[src/rtl/ir_bidir_counter.sv]
// Doorway people counter: two IR beams, synchronised and debounced,
// decoded by a direction FSM into a saturating occupancy count.
module ir_bidir_counter #(
  parameter int WIDTH           = 10,
  parameter int MAX_COUNT       = 1023,
  parameter int DEBOUNCE_CYCLES = 16,
  parameter int TIMEOUT_CYCLES  = 50000
) (
  input  logic             clk,
  input  logic             rst_n,
  input  logic             beam_a,
  input  logic             beam_b,
  input  logic             enable,
  input  logic             clr,
  output logic [WIDTH-1:0] count,
  output logic             full,
  output logic             empty,
  output logic             inc_pulse,
  output logic             dec_pulse,
  output logic             err_pulse
);

  localparam int DW = $clog2(DEBOUNCE_CYCLES + 1);
  localparam int TW = $clog2(TIMEOUT_CYCLES + 1);
  localparam logic [DW-1:0] DLIM = DW'(DEBOUNCE_CYCLES - 1);
  localparam logic [TW-1:0] TLIM = TW'(TIMEOUT_CYCLES - 1);
  localparam logic [WIDTH-1:0] MAXV = WIDTH'(MAX_COUNT);

  typedef enum logic [2:0] {
    S_IDLE, S_E1, S_E2, S_E3,
    S_X1, S_X2, S_X3, S_WAIT
  } state_t;

  logic [1:0]       r_s1, r_s2, r_f;
  logic [DW-1:0]    r_db [2];
  logic [TW-1:0]    r_to;
  state_t           r_state;
  logic [WIDTH-1:0] r_count;
  logic             r_inc, r_dec, r_err;

  state_t     w_nxt;
  logic [1:0] w_ab;
  logic       w_ferr, w_entry, w_exit, w_to;

  assign w_ab = {r_f[0], r_f[1]};
  assign w_to = (r_to == TLIM);

  // Bit 0 is beam A, bit 1 is beam B
  always_ff @(posedge clk or negedge rst_n) begin
    if (!rst_n) begin
      r_s1 <= '0;
      r_s2 <= '0;
      r_f  <= '0;
      for (int i = 0; i < 2; i++) r_db[i] <= '0;
    end else begin
      r_s1 <= {beam_b, beam_a};
      r_s2 <= r_s1;
      for (int i = 0; i < 2; i++) begin
        if (r_s2[i] != r_f[i]) begin
          if (r_db[i] == DLIM) begin
            r_f[i]  <= r_s2[i];
            r_db[i] <= '0;
          end else begin
            r_db[i] <= r_db[i] + DW'(1);
          end
        end else begin
          r_db[i] <= '0;
        end
      end
    end
  end

  always_comb begin
    w_nxt   = r_state;
    w_ferr  = 1'b0;
    w_entry = 1'b0;
    w_exit  = 1'b0;
    unique case (r_state)
      S_IDLE:
        case (w_ab)
          2'b10: w_nxt = S_E1;
          2'b01: w_nxt = S_X1;
          2'b11: begin w_nxt = S_WAIT; w_ferr = 1'b1; end
          default: ;
        endcase
      S_E1:
        case (w_ab)
          2'b11: w_nxt = S_E2;
          2'b00: w_nxt = S_IDLE;
          2'b01: begin w_nxt = S_WAIT; w_ferr = 1'b1; end
          default: ;
        endcase
      S_E2:
        case (w_ab)
          2'b01: w_nxt = S_E3;
          2'b10: w_nxt = S_E1;
          2'b00: begin w_nxt = S_WAIT; w_ferr = 1'b1; end
          default: ;
        endcase
      S_E3:
        case (w_ab)
          2'b00: begin w_nxt = S_IDLE; w_entry = 1'b1; end
          2'b11: w_nxt = S_E2;
          2'b10: begin w_nxt = S_WAIT; w_ferr = 1'b1; end
          default: ;
        endcase
      S_X1:
        case (w_ab)
          2'b11: w_nxt = S_X2;
          2'b00: w_nxt = S_IDLE;
          2'b10: begin w_nxt = S_WAIT; w_ferr = 1'b1; end
          default: ;
        endcase
      S_X2:
        case (w_ab)
          2'b10: w_nxt = S_X3;
          2'b01: w_nxt = S_X1;
          2'b00: begin w_nxt = S_WAIT; w_ferr = 1'b1; end
          default: ;
        endcase
      S_X3:
        case (w_ab)
          2'b00: begin w_nxt = S_IDLE; w_exit = 1'b1; end
          2'b11: w_nxt = S_X2;
          2'b01: begin w_nxt = S_WAIT; w_ferr = 1'b1; end
          default: ;
        endcase
      S_WAIT:
        if (w_ab == 2'b00) w_nxt = S_IDLE;
    endcase
    // A stalled traversal is abandoned
    if (w_nxt == r_state && w_to &&
        r_state != S_IDLE && r_state != S_WAIT) begin
      w_nxt  = S_WAIT;
      w_ferr = 1'b1;
    end
  end

  always_ff @(posedge clk or negedge rst_n) begin
    if (!rst_n) begin
      r_state <= S_IDLE;
      r_to    <= '0;
      r_count <= '0;
      r_inc   <= 1'b0;
      r_dec   <= 1'b0;
      r_err   <= 1'b0;
    end else begin
      r_state <= w_nxt;
      if (w_nxt != r_state || r_state == S_IDLE ||
          r_state == S_WAIT)
        r_to <= '0;
      else
        r_to <= r_to + TW'(1);
      r_inc <= 1'b0;
      r_dec <= 1'b0;
      r_err <= w_ferr;
      if (clr) begin
        r_count <= '0;
      end else if (enable && w_entry) begin
        if (r_count < MAXV) begin
          r_count <= r_count + WIDTH'(1);
          r_inc   <= 1'b1;
        end else begin
          r_err <= 1'b1;
        end
      end else if (enable && w_exit) begin
        if (r_count != '0) begin
          r_count <= r_count - WIDTH'(1);
          r_dec   <= 1'b1;
        end else begin
          r_err <= 1'b1;
        end
      end
    end
  end

  assign count     = r_count;
  assign full      = (r_count == MAXV);
  assign empty     = (r_count == '0);
  assign inc_pulse = r_inc;
  assign dec_pulse = r_dec;
  assign err_pulse = r_err;

endmodule

[config.mk]
export PLATFORM = sky130hd
export DESIGN_NAME = ir_bidir_counter
export DESIGN_NICKNAME = d
export VERILOG_FILES = /design/src/rtl/ir_bidir_counter.sv
export SDC_FILE = /design/constraint.sdc
export NUM_CORES = 1
export LEC_CHECK = 0
export BUFFER_PORTS_ARGS = -buffer_cell sky130_fd_sc_hd__buf_2
export CAP_MARGIN = 20
export CORE_ASPECT_RATIO = 0.75
export CORE_MARGIN = 2
export CORE_UTILIZATION = 50
export DETAILED_ROUTE_END_ITERATION = 16
export GPL_TIMING_DRIVEN = 1
export PLACE_DENSITY = 0.73
export SYNTH_ARGS = -nofsm -noshare
export SYNTH_HDL_FRONTEND = slang
export SYNTH_SLANG_ARGS = --single-unit
[constraint.sdc]
create_clock -name clk -period 2.45 [get_ports clk]
set_input_delay 0.49 -clock clk [delete_from_list [all_inputs] [get_ports clk]]
set_output_delay 0.49 -clock clk [all_outputs]
set_load 0.02 [all_outputs]
# Word level (Yosys, flattened, before mapping)
# Index checks and enable logic that the tools add are counted.
# op_classes
add_sub_neg	5
n_lt_le_gt_ge	1
eq_ne	20
muxes	40
reduce_logical	20
# op_table
cell	n
$pmux 3 s3	7
$mux 10	5
$pmux 3 s8	1
$mux 5	4
$mux 1	19
$add 16x1->16 const B	1
$eq 16x16->1 const B	1
$mux 16	1
$eq 3x3->1 const B	4
$add 10x1->10 const B	1
$add 5x1->5 const B	2
$eq 10x10->1 const B	1
$eq 5x4->1 const B	2
$logic_not 10->1	1
$lt 10x10->1 const B	1
$reduce_bool 10->1	1
$sub 10x1->10 const B	1
$reduce_bool 3->1	3
$eq 3x2->1 const B	2
$mux 3	2
$reduce_or 2->1	3
$logic_and 1x1->1	5
$eq 2x2->1 const B	2
$pmux 1 s4	1
12 further kinds	15
# word_totals
regBits	48
inputBits	6
out_inout_bits	15

# Longest topological paths before layout
# Gate-level depths: netlist (run 1).
# depth
ltp_word	12
depth_mapped	13
depth_no_buf	10

# Least setup slack after synthesis (run 1)
# No wires, ideal clock.
# synth_timing
kind	register to register
startpoint	register r_state[2]
endpoint	register r_count[9], in the netlist count[9]
arrival_time_ns	2.552
required_time_ns	2.326
setup_slack_ns	-0.226
path_stages_with_launch	13
path_cell_list	dfrtp_1 > buf_6 > buf_6 > nand2b_4 > or2_1 > buf_6 > ha_1 > a211oi_1 > nor2_1 > o21ai_0 > mux2i_1 > a21oi_1 > a211o_1
# synth_between
elab_chain_cells	5
# synth_lines
item	line_no	source
from (decl)	37	state_t r_state;
from (signal assigned)	148	r_state <= w_nxt;
$eq 3x2->1 / $eq 3x3->1 (equally long branches)	78	unique case (r_state)
$mux 1	78	
$logic_and 1x1->1, on equally long branches	159, 166	
$ne 3x2->1 (no source line), or another cell as far along	-	
$reduce_and 3->1 (no source line) / $mux 10 (equally long branches)	-	
to (signal assigned)	161	r_count <= r_count + WIDTH'(1);
to (signal assigned)	168	r_count <= r_count - WIDTH'(1);
to (decl)	38	logic [WIDTH-1:0] r_count;
# Parallel ways exist; a longest one is shown, timed or not.
# A chain may end at the register's enable or synchronous reset.

# Worst setup path in the final report (run 1)
# layout_timing
startpoint	register r_f[0]
endpoint	register r_count[9], in the netlist count[9]
# layout_between
elab_chain_cells	6
# layout_lines
item	line_no	source
from (decl)	34	logic [1:0] r_s1, r_s2, r_f;
from (signal, indexed assignment)	61	r_f[i] <= r_s2[i];
$logic_not 2->1 (*)	101, 122	
$mux 1 (*)	101, 122	
$mux 1	78	
$logic_and 1x1->1, on equally long branches	159, 166	
$ne 3x2->1 (no source line), or another cell as far along	-	
$reduce_and 3->1 (no source line) / $mux 10 (equally long branches)	-	
# Every way passes the cells marked *; elsewhere a longest branch is shown, timed or not.

==> impl_metrics.json, run 1 <==
{
  "cts_tree": "done",
  "leakage_nw": 1.52,
  "grt_pass1_wl_um": 9290,
  "r2r-end": "count[9]",
  "maxSlewViolCount": 0,
  "die_x_um": 90.6,
  "start_util_pct": 52.3,
  "synth_top_cell_area_share_pct": 42.7,
  "slew_headroom_pct": 63.9,
  "drc": 0,
  "synth_seq_area_share_pct": 42.7,
  "ys_top_cells_by_area": "dfrtp_1, nor2_1, ha_1",
  "vias": 2239,
  "die_h_um": 69.0,
  "syn_inst": 290,
  "rrSetupSlack_ns": 0.03,
  "stdcell_area_um2": 3400,
  "rsz0062_at_grt": "true",
  "drt_wl_total_um": 5840,
  "r2r_cells": 9,
  "layout_setup_ws_ns": 0.0323,
  "worstSetupStartpoint": "r_f[0]",
  "synthesis.nets": 308,
  "fin_setup_tns_ns": 0,
  "total_power_mw": 2.49,
  "ys_top_cells_by_count": "dfrtp_1, nor2_1, nand2_1, xor2_1, nand3_1",
  "synth-edff-count": 0,
  "yosysMostFrequentCell": "dfrtp_1",
  "drive_above_1_share_pct": 25.8,
  "r2r-start": "r_f[0]",
  "grt_use_total_pct": 18.7,
  "required_ns": 2.64,
  "status": "complete, no violations",
  "tightest_slew_ns": 0.541,
  "cts_buffers": 5,
  "async_flop_share_pct": 100,
  "clock_latency_ns": 0.30,
  "cts_sinks": 48,
  "ios": 21,
  "critPathKind": "reg -> reg",
  "synthFlopType": "dfrtp_1",
  "final_hold_viol_count": 0,
  "power_per_cell_area_nw_per_um2": 732,
  "worst_setup_path_start_kind": "flip-flop",
  "vdd.ir_drop.worst_mv": 0.284,
  "setup_viol": 0,
  "synth_top_area_cell": "dfrtp_1",
  "ant_nets": 0,
  "n_antenna_cell": 0,
  "htree_levels": 2,
  "cp-end-kind": "flip-flop",
  "first_global_vias": 1936,
  "cts_buffer_depth": 2,
  "placed_cells": 397,
  "area_growth_pct": 20.9,
  "netlist_area_um2": 2810,
  "drt_iter0_markers": 161,
  "critPathArrivalTime_ns": 2.61,
  "dpl_worst_slack_ns": -0.218,
  "antenna_found_initial": 0,
  "port_buffers": 20,
  "root_buffer": "clkbuf_8",
  "path_max_fanout": 5,
  "gp_congestion": 0.807,
  "fmax_mhz": 414,
  "grt-ovfl-total": 0,
  "placed_area_um2": 3140,
  "worstHoldPathType": "in -> reg",
  "grt_max_degree": 24,
  "first_pass_iters": 4,
  "crit_end": "count[9]",
  "rows": 23,
  "synth_cell_types": 58,
  "clock_skew_ns": 0.0141,
  "clk_pin_slew_ns": 0.09,
  "final_nets": 354,
  "ys_ff_latch": 48,
  "coreArea_um2": 5380,
  "ys_warn_count": 0,
  "avgSynthCellArea_um2": 9.70,
  "viasPerCell": 5.43,
  "finalCritPeriodShare_pct": 98.7,
  "drv_cap": 0,
  "design.die.area_um2": 6250,
  "post-route-min-period_ns": 2.42,
  "hpwl_um": 4050,
  "finalNonFillerCells": 412,
  "routedWlPerCell_um": 14.2
}
[worst max-delay path, cell delays in order (launching register included)]
cell	delay, ns
dfrtp_1	0.40
nand4bb_4	0.23
or2_4	0.31
buf_6	0.14
buf_4	0.13
ha_1	0.34
and3_4	0.20
a211oi_2	0.22
a21oi_1	0.09
a211o_1	0.23
[layout by cell type (no fill, tap or decap), types with 3 or more instances in the layout]
| cell type | count |
|---|---|
| nand2_1 | 19 |
| nor2_1 | 37 |
| and2_1 | 5 |
| buf_4 | 27 |
| a211oi_2 | 3 |
| inv_1 | 8 |
| mux2i_1 | 5 |
| a31oi_1 | 3 |
| nor4_1 | 5 |
| xor2_1 | 15 |
| nand3_1 | 12 |
| a21oi_1 | 4 |
| ha_1 | 4 |
| nor3_1 | 5 |
| buf_2 | 20 |
| nand4_1 | 4 |
| nor2b_1 | 5 |
| o31ai_1 | 6 |
| buf_6 | 4 |
| o21a_1 | 3 |
| nand2b_1 | 4 |
| ha_4 | 5 |
| clkbuf_8 | 5 |
| o21ai_2 | 4 |
| dfrtp_1 | 48 |
| and3_1 | 7 |
| o21ai_0 | 6 |
| xnor2_1 | 11 |
[logic make-up after synthesis]
group                      synth area share [%]
buffers and inverters                      4.94
DFF                                        42.7
xor gates and xnor gates                   8.10
and+or+nand+nor                            22.7
adders and majority gates                  5.60
muxes                                      2.18
AOI/OAI and AO/OA                          13.7
[sequential cells by signal, indices dropped and copies added (netlist names)]
signal,count
r_db,10
r_s2,2
r_to,16
count,10
r_f,2
r_state,3
inc_pulse,1
err_pulse,1
dec_pulse,1
r_s1,2
[per-layer routing]
layer	global-route usage (%)	up-vias	wire length, um
li1	-	1124	-
met1	28.2	1061	2990
met2	26.7	50	2530
met3	4.13	4	276
met4	5.77	0	44
met5	0	-	0
[worst min path at each step]
| stage | cells after the start | endpoint | startpoint | slack, ns |
|---|---|---|---|---|
| 2_1_floorplan | 0 | count[0] | rst_n | 0.19 |
| 3_3_place_gp | 1 | r_db[7] | rst_n | 0.32 |
| 3_5_place_dp | 1 | r_db[7] | rst_n | 0.32 |
| 4_1_cts | 1 | r_s1[1] | beam_b | 0.29 |
| 5_1_grt | 1 | r_s1[1] | beam_b | 0.28 |
| 6_report | 1 | r_s1[1] | beam_b | 0.30 |
[through the flow]
step | hold slack, ns | util [%]
CTS | 0.293 | 60.5
global placement | 0.318 | 58.3
finish | 0.301 | 63.2
detailed placement | 0.325 | 58.3
global route | 0.281 | 63.2
floorplan | 0.194 | -
[where the power goes]
part           switching [mW]  internal [mW]
registers               0.104          0.854
clock network           0.268          0.303
logic                   0.470          0.487
[cell type report]
cell class / count / area [um2]
Inverter: 10 / 40.0
Tap cell: 75 / 93.8
Clock inverter: 2 / 35.0
Fill cell: 433 / 1980
Clock buffer: 6 / 72.6
Sequential cell: 48 / 1200
Multi-Input combinational cell: 219 / 1600
Timing Repair Buffer: 52 / 358
[what timing repair did]
| item | 4_1_cts | 5_1_grt |
|---|---|---|
| setup buffers | 0 | 6 |
| resized for setup | 1 | 27 |
| endpoints found under the hold margin | 5 | 0 |
| hold buffers | 1 | 0 |
| setup endpoints to repair | 4 | 3 |
| pin swaps | 0 | 13 |
No activity file was read; power rests on OpenSTA's default activity.
==> run 2: changes to the inputs <==
PLACE_DENSITY = unset   (was 0.73)
PLACE_DENSITY_LB_ADDON = 0.25   (was unset)
==> impl_metrics.json, run 2 (same netlist as run 1, synthesis figures left out) <==
{
  "coreArea_um2": 5380,
  "path_max_fanout": 5,
  "post-route-util_pct": 61.4,
  "setup_viol": 0,
  "status": "complete, no violations",
  "drt_iter0_markers": 157,
  "cts_tree": "done",
  "root_buffer": "clkbuf_8",
  "worst_setup_path_start_kind": "flip-flop",
  "gp_congestion": 0.839,
  "die_h_um": 69.0,
  "final_common_cell": "dfrtp_1",
  "placed_area_um2": 3140,
  "antenna_found_initial": 0,
  "cts_buffer_depth": 2,
  "area_growth_pct": 17.4,
  "required_ns": 2.65,
  "final_cell_mix": "dfrtp_1, nor2_1, buf_4",
  "power_per_cell_area_nw_per_um2": 740,
  "first_pass_iters": 4,
  "grt_use_total_pct": 20.9,
  "rsz0062_at_grt": "true",
  "clk_pin_slew_ns": 0.09,
  "start_util_pct": 52.3,
  "final_nets": 349,
  "hpwl_um": 4430,
  "finalCritPeriodShare_pct": 98.1,
  "ios": 21,
  "grt_max_degree": 49,
  "cp-end-kind": "flip-flop",
  "worstHoldPathType": "in -> async",
  "port_buffers": 20,
  "top_register": "r_to",
  "final_hold_viol_count": 0,
  "design.die.area_um2": 6250,
  "r2r-start": "r_f[0]",
  "maxSlewViolCount": 0,
  "slew_headroom_pct": 59.5,
  "stdcell_area_um2": 3300,
  "die_x_um": 90.6,
  "htree_levels": 2,
  "rrSetupSlack_ns": 0.05,
  "ant_nets": 0,
  "drive_above_1_share_pct": 22.9,
  "post-route-min-period_ns": 2.40,
  "rows": 23,
  "drv_cap": 0,
  "leakage_nw": 1.49,
  "vias": 2260,
  "vdd.ir_drop.worst_mv": 0.300,
  "routedWlPerCell_um": 15.1,
  "grt-ovfl-total": 0,
  "r2r-end": "count[9]",
  "clock_latency_ns": 0.30,
  "first_global_vias": 2185,
  "cts_buffers": 5,
  "cts_sinks": 48,
  "r2r_cells": 10,
  "grt_pass1_wl_um": 10300,
  "n_antenna_cell": 0,
  "worstSetupStartpoint": "r_f[0]",
  "viasPerCell": 5.55,
  "crit_end": "count[9]",
  "drt_wl_total_um": 6130,
  "tightest_slew_ns": 0.608,
  "critPathArrivalTime_ns": 2.60,
  "clock_skew_ns": 0.00435,
  "largest_register_ffs": 16,
  "drc": 0,
  "cts-hold-fix-buffers": 0,
  "fmax_mhz": 416,
  "critPathKind": "reg -> reg"
}
run 2: cell types whose count changed in the layout (fill, tap and decap cells not counted), moves of 2 or more:
cell     change
o21ai_2      -3
ha_4         -2
ha_2         -2
buf_6        -3
ha_1         +4
o21ai_1      +2
buf_4        -2
run 2: how the worst min path moves through the flow:
| stage | startpoint | endpoint | cells after the start |
|---|---|---|---|
| 6_report | rst_n | err_pulse | 2 |
| 5_1_grt | beam_a | r_s1[0] | 1 |
| 4_1_cts | beam_b | r_s1[1] | 1 |
| 3_5_place_dp | r_s1[0] | r_s2[0] | 0 |
| 3_3_place_gp | r_s1[1] | r_s2[1] | 0 |
| 2_1_floorplan | rst_n | count[0] | 0 |
run 2: cell type report:
cell class,instances,area (um2)
tap,75,93.8
multi-input combinational,220,1560
inverter,10,37.5
fill,464,2080
clock inverter,2,35.0
clock buffer,6,72.6
sequential,48,1200
timing repair buffer,46,299
run 2: timing repair:
item | 4_1_cts | 5_1_grt
resized for setup | 1 | 11
cloned | 0 | 1
pin swaps | 1 | 7
endpoints found under the hold margin | 0 | 0
setup endpoints to repair | 4 | 5
buffers inserted | 0 | 1
run 2: critical path, cell delays in order, from the launching register on:
cell and delay (ns):
dfrtp_1 0.40, nand4bb_4 0.25, or2_4 0.32, buf_6 0.14, ha_4 0.23, a21oi_4 0.15, nand2_1 0.07, o21ai_2 0.17
mux2i_1 0.25, a21oi_1 0.09, a211o_1 0.23
run 2: routing by layer:
layer / wire length (um) / part of all wire (%) / vias to the layer above / global-route usage [%]
li1: - / - / 1110 / -
met1: 3000 / 49 / 1086 / 28.7
met2: 2780 / 45 / 56 / 33.2
met3: 273 / 4.5 / 8 / 4.24
met4: 75 / 1.2 / 0 / 8.08
met5: 0 / 0 / - / 0
run 2: stage by stage:
step / TNS [ns] / power, mW / setup WS [ns] / cells / hold WS, ns
floorplan: 0 / 1.49 / 0.00406 / 290 / 0.194
global placement: -0.384 / 1.79 / -0.148 / 397 / 0.347
detailed placement: -0.859 / 1.83 / -0.226 / 397 / 0.354
CTS: 0 / 2.41 / 0.00903 / 405 / 0.281
global route: -0.0291 / 2.59 / -0.0291 / 407 / 0.275
finish: 0 / 2.44 / 0.0467 / 407 / 0.279
run 2: report_power, final:
part	switching (mW)	internal (mW)	total (mW)	leakage [nW]
Combinational	0.475	0.445	0.921	0.786
Clock	0.268	0.303	0.571	0.0552
Sequential	0.0975	0.854	0.952	0.646
Total	0.841	1.60	2.44	1.49
